===== src/rtl/fpalu_pkg.sv =====
// Shared FP ALU definitions: IEEE 754 single field boundaries, the result
// class flag bit positions, and the buffered result entry layout.
package fpalu_pkg;

  localparam int unsigned FLAG_W   = 4;
  localparam int unsigned FLAG_NAN = 3;
  localparam int unsigned FLAG_INF = 2;
  localparam int unsigned FLAG_ZERO = 1;
  localparam int unsigned FLAG_SUB = 0;

  localparam logic [7:0] EXP_ALL_ONES = 8'hFF;

  localparam int unsigned SIGN_BIT = 31;
  localparam int unsigned EXP_MSB  = 30;
  localparam int unsigned EXP_LSB  = 23;
  localparam int unsigned FRAC_MSB = 22;
  localparam int unsigned FRAC_LSB = 0;

  typedef logic [FLAG_W-1:0] fp_flags_t;

  typedef struct packed {
    logic [31:0] result;
    logic        select;
    fp_flags_t   flags;
  } rb_entry_t;

endpackage


===== src/rtl/fp_classify.sv =====
// Combinational IEEE 754 single class decode: {nan, inf, zero, subnormal}.
// The sign bit does not affect the class.
module fp_classify
  import fpalu_pkg::*;
(
  input  logic [31:0]       value,
  output logic [FLAG_W-1:0] flags
);

  logic [EXP_MSB-EXP_LSB:0]   exp_f;
  logic [FRAC_MSB-FRAC_LSB:0] frac_f;
  logic                       exp_max;
  logic                       exp_min;
  logic                       frac_nz;
  logic                       unused_sign;

  always_comb begin
    exp_f       = value[EXP_MSB:EXP_LSB];
    frac_f      = value[FRAC_MSB:FRAC_LSB];
    unused_sign = value[SIGN_BIT];
    exp_max     = (exp_f == EXP_ALL_ONES);
    exp_min     = (exp_f == '0);
    frac_nz     = |frac_f;

    flags            = '0;
    flags[FLAG_NAN]  = exp_max && frac_nz;
    flags[FLAG_INF]  = exp_max && !frac_nz;
    flags[FLAG_ZERO] = exp_min && !frac_nz;
    flags[FLAG_SUB]  = exp_min && frac_nz;
  end

endmodule


===== src/rtl/fp_result_buffer.sv =====
// FIFO of FP ALU results tagged with op select and class flags, plus a
// sticky OR of the flags of every accepted result.
module fp_result_buffer
  import fpalu_pkg::*;
#(
  parameter int DEPTH = 4,
  parameter int PTR_W = 2
) (
  input  logic             clk,
  input  logic             rst,
  input  logic             in_valid,
  output logic             in_ready,
  input  logic [31:0]      in_result,
  input  logic             in_select,
  output logic             out_valid,
  input  logic             out_ready,
  output logic [31:0]      out_result,
  output logic             out_select,
  output logic [3:0]       out_flags,
  output logic [PTR_W:0]   count,
  output logic [3:0]       sticky_flags,
  input  logic             clear
);

  localparam logic [PTR_W:0]   FULL_COUNT = (PTR_W+1)'(DEPTH);
  localparam logic [PTR_W:0]   CNT_ONE    = (PTR_W+1)'(1);
  localparam logic [PTR_W-1:0] PTR_ONE    = PTR_W'(1);

  rb_entry_t        mem_q [DEPTH];
  rb_entry_t        mem_d [DEPTH];
  logic [PTR_W-1:0] wr_ptr_q, wr_ptr_d;
  logic [PTR_W-1:0] rd_ptr_q, rd_ptr_d;
  logic [PTR_W:0]   count_q, count_d;
  fp_flags_t        sticky_q, sticky_d;

  fp_flags_t        in_flags;
  rb_entry_t        in_entry;
  rb_entry_t        head;
  logic             push;
  logic             pop;

  fp_classify u_classify (
    .value (in_result),
    .flags (in_flags)
  );

  // Handshake depends only on registered occupancy, never on out_ready.
  always_comb begin
    in_ready  = (count_q != FULL_COUNT);
    out_valid = (count_q != '0);
    push      = in_valid && in_ready;
    pop       = out_valid && out_ready;

    head         = mem_q[rd_ptr_q];
    out_result   = head.result;
    out_select   = head.select;
    out_flags    = head.flags;
    count        = count_q;
    sticky_flags = sticky_q;
  end

  always_comb begin
    in_entry.result = in_result;
    in_entry.select = in_select;
    in_entry.flags  = in_flags;

    mem_d    = mem_q;
    wr_ptr_d = wr_ptr_q;
    rd_ptr_d = rd_ptr_q;
    count_d  = count_q;
    sticky_d = sticky_q;

    if (push) begin
      mem_d[wr_ptr_q] = in_entry;
      wr_ptr_d        = wr_ptr_q + PTR_ONE;
    end
    if (pop) begin
      rd_ptr_d = rd_ptr_q + PTR_ONE;
    end

    case ({push, pop})
      2'b10:   count_d = count_q + CNT_ONE;
      2'b01:   count_d = count_q - CNT_ONE;
      default: count_d = count_q;
    endcase

    // Clear wins over a same-cycle OR-in, so those flags are dropped.
    if (clear) begin
      sticky_d = '0;
    end else if (push) begin
      sticky_d = sticky_q | in_flags;
    end
  end

  // Storage is zeroed on reset so the head outputs read 0 until the first push.
  always_ff @(posedge clk) begin
    if (rst) begin
      mem_q    <= '{default: '0};
      wr_ptr_q <= '0;
      rd_ptr_q <= '0;
      count_q  <= '0;
      sticky_q <= '0;
    end else begin
      mem_q    <= mem_d;
      wr_ptr_q <= wr_ptr_d;
      rd_ptr_q <= rd_ptr_d;
      count_q  <= count_d;
      sticky_q <= sticky_d;
    end
  end

endmodule


===== config.mk =====
export PLATFORM = sky130hd
export DESIGN_NAME = fp_result_buffer
export DESIGN_NICKNAME = d
export VERILOG_FILES = /design/src/rtl/fpalu_pkg.sv /design/src/rtl/fp_classify.sv /design/src/rtl/fp_result_buffer.sv
export SDC_FILE = /design/constraint.sdc
export NUM_CORES = 1
export LEC_CHECK = 0
export CORE_MARGIN = 1.5
export CORE_UTILIZATION = 41
export CTS_CLUSTER_SIZE = 30
export DETAILED_ROUTE_END_ITERATION = 12
export GPL_ROUTABILITY_DRIVEN = 0
export PLACE_DENSITY_LB_ADDON = 0.1
export SYNTH_ARGS = -nofsm -noshare
export SYNTH_HDL_FRONTEND = slang
export SYNTH_HIERARCHICAL = 1
export SYNTH_SLANG_ARGS = --single-unit

===== constraint.sdc =====
create_clock -name clk -period 2.6 [get_ports clk]
set_input_delay 0.52 -clock clk [delete_from_list [all_inputs] [get_ports clk]]
set_output_delay 0.52 -clock clk [all_outputs]
set_load 0.02 [all_outputs]

==> impl_metrics.tcl <==
set metrics [dict create \
    setup_violations 0 \
    clk_latency_ps 420 \
    die-area_sq_um 19200 \
    grt.total_usage_pct 18.6 \
    arrival_ps 2020 \
    relSlewSlack_pct 66.3 \
    portBuffers 83 \
    firstDrtPassIters 4 \
    setup_tns_ps 0 \
    synth.avg_cell_area_sq_um 11.6 \
    clkSinkCount 159 \
    power_density_nw_per_um2 771 \
    period_minus_slack_ps 2540 \
    final_cells 962 \
    async_flop_share_pct 0 \
    crit_type "flop to output port" \
    dpl.cell_count 930 \
    synth_area_sq_um 7530 \
    final_cell_area_sq_um 9090 \
    synth_top_area_share_pct 42.2 \
    cp_data_required_time_ps 2080 \
    dpl.hpwl_microns 11200 \
    grt.overflow.total 0 \
    vdd.ir_drop.worst_mv 0.556 \
    drt-initial-drc-count 215 \
    grt_max_degree 83 \
    yosysWarnings 6 \
    max_freq_mhz 394 \
    p_sw_mw 2.01 \
    cp_max_fo 6 \
    n_antenna_cell 0 \
    viasPerCell 5.10 \
    seq_area_sq_um 3190 \
    drv_slew 0 \
    root_buffer "clkbuf_16" \
    grt_pass1_wl_microns 28000 \
    hold_ws_ps 473 \
    core_sq_um 18000 \
    final_hold_viol_count 0 \
    grt_pass1_vias 5283 \
    htreeDepth 4 \
    synth_common_cells "nand2b_1 (185), dfxtp_1 (159), mux2i_1 (148)" \
    finish.utilization_pct 50.6 \
    ys_seq_area_share_pct 42.2 \
    synth_ff_type "dfxtp_1" \
    crit_start "rd_ptr_q[0]" \
    avgRoutedWirePerCell_microns 17.7 \
    routed-via-count 4910 \
    synth.most_common_cell "nand2b_1" \
    worstMarginPinSlew_ps 499 \
    ant_nets 0 \
    clockBufferDepth 2 \
    synth_area_leaders "dfxtp_1 (42%), mux2i_1 (20%), nand2b_1 (15%)" \
    synth-edff-count 0 \
    cts_tree "yes" \
    syn_to_final_growth_pct 20.6 \
    status "complete, no violations" \
    hold_path.class "flop to flop" \
    rsz0062_at_grt "no" \
    fill_cells 1600 \
    antenna_found_initial 0 \
    swShare_pct 28.7 \
    initial_core_util_pct 41.9 \
    hold_start "mem_q[88]" \
    final_nets 764 \
    path_clk_slew_ps 60 \
    numCtsBuffers 17 \
    pin_count 84 \
    p_comb_share_pct 25.4 \
    fin_skew_ps 5.56 \
    ys_ff_latch 159 \
    clkPwrFrac_pct 35.1 \
    critPathLaunchType "flop" \
    p_leak_nw 3.89 \
    synth_nets 692 \
    wl_microns 17100 \
    syn_inst 648 \
    fp.dieW_microns 139 \
    worstReg2RegStart "count[0]" \
    ctsHoldBuffers 0 \
    cap_violations 0 \
    placed_area_sq_um 8540 \
    post-route-period-util_pct 97.7 \
    p_int_mw 4.99 \
    yosysTopAreaCell "dfxtp_1" \
    row_count 49 \
    layout-drive-gt1-share_pct 14.2 \
    multiInputGateArea_sq_um 3970 \
    die_h_microns 139 \
    synth.distinct_cells 39 \
    crit_path_end_kind "output port" \
    drcViolationCount 0 \
    p_seq_share_pct 39.5 \
]
cells by family after synthesis:
group                      share of synthesized area (%)
AOI/OAI and AO/OA                                   1.01
DFF                                                 42.2
xor gates and xnor gates                           0.465
adders and majority gates                           1.10
and+or+nand+nor                                     19.1
buffers and inverters                               5.13
muxes                                               30.9
metrics by stage:
stage	setup WS [ps]	total power [mW]
4_1_cts	30.0	7.11
2_1_floorplan	52.2	4.06
6_report	60.2	7.01
3_3_place_gp	96.3	4.66
5_1_grt	15.3	7.34
3_5_place_dp	27.1	4.69
cell usage in the layout (no fill, tap or decap), drive strengths merged, types with 7 or more instances in the layout:
master         synthesis  routed
nor3                   7       7
mux4                  37      37
mux2i                148     148
clkdlybuf4s50          0      50
buf                   25      20
nand2b               185     185
clkbuf                24      28
dlygate4sd2            0      32
nor4                   7       7
nor2                   7       7
dfxtp                159     159
state kept, by name (all words and copies together) (netlist names):
| register | flops |
|---|---|
| rd_ptr_q | 2 |
| wr_ptr_q | 2 |
| mem_q | 148 |
| count | 3 |
| sticky_flags | 4 |
final timing paths:
check                           slack (ps)           end  cells after the start
worst max-delay path                    60  out_flags[3]                      2
worst min-delay path                   470     mem_q[88]                      2
worst max register to register         210      count[2]                      9
worst min register to register         470     mem_q[88]                      2
per-layer routing:
metal	vias to the layer above	track usage (%)	share of wire (%)
met5	-	0	0
met4	0	4.99	1.1
met3	14	4.39	3.8
met2	83	32.3	50
met1	2423	23.1	46
li1	2390	-	-
power by group through the flow:
stage                     sequential (mW)  combinational (mW)  clock (mW)
after CTS                            2.77                1.81        2.53
after floorplan                      2.78                1.27           0
after detailed placement             2.82                1.87           0
final                                2.77                1.78        2.46
after global placement               2.81                1.85           0
after global routing                 2.80                1.90        2.64
worst max-delay path, stage by stage, from the launching register on:
cell and delay (ps):
dfxtp_2 470, mux4_2 570, clkdlybuf4s50_1 560
layout make-up:
type,instances,area share (%)
clock buffer,28,5.91
clock inverter,4,0.523
inverter,6,0.248
multi-input combinational,434,43.7
sequential,159,35.1
tap,229,3.15
timing repair buffer,102,11.4
timing repair:
action | CTS | global route
resized for setup | 34 | 0
setup buffers | 0 | 0
endpoints found under the setup margin | 34 | 0
Power figures use the tool's default switching activity.
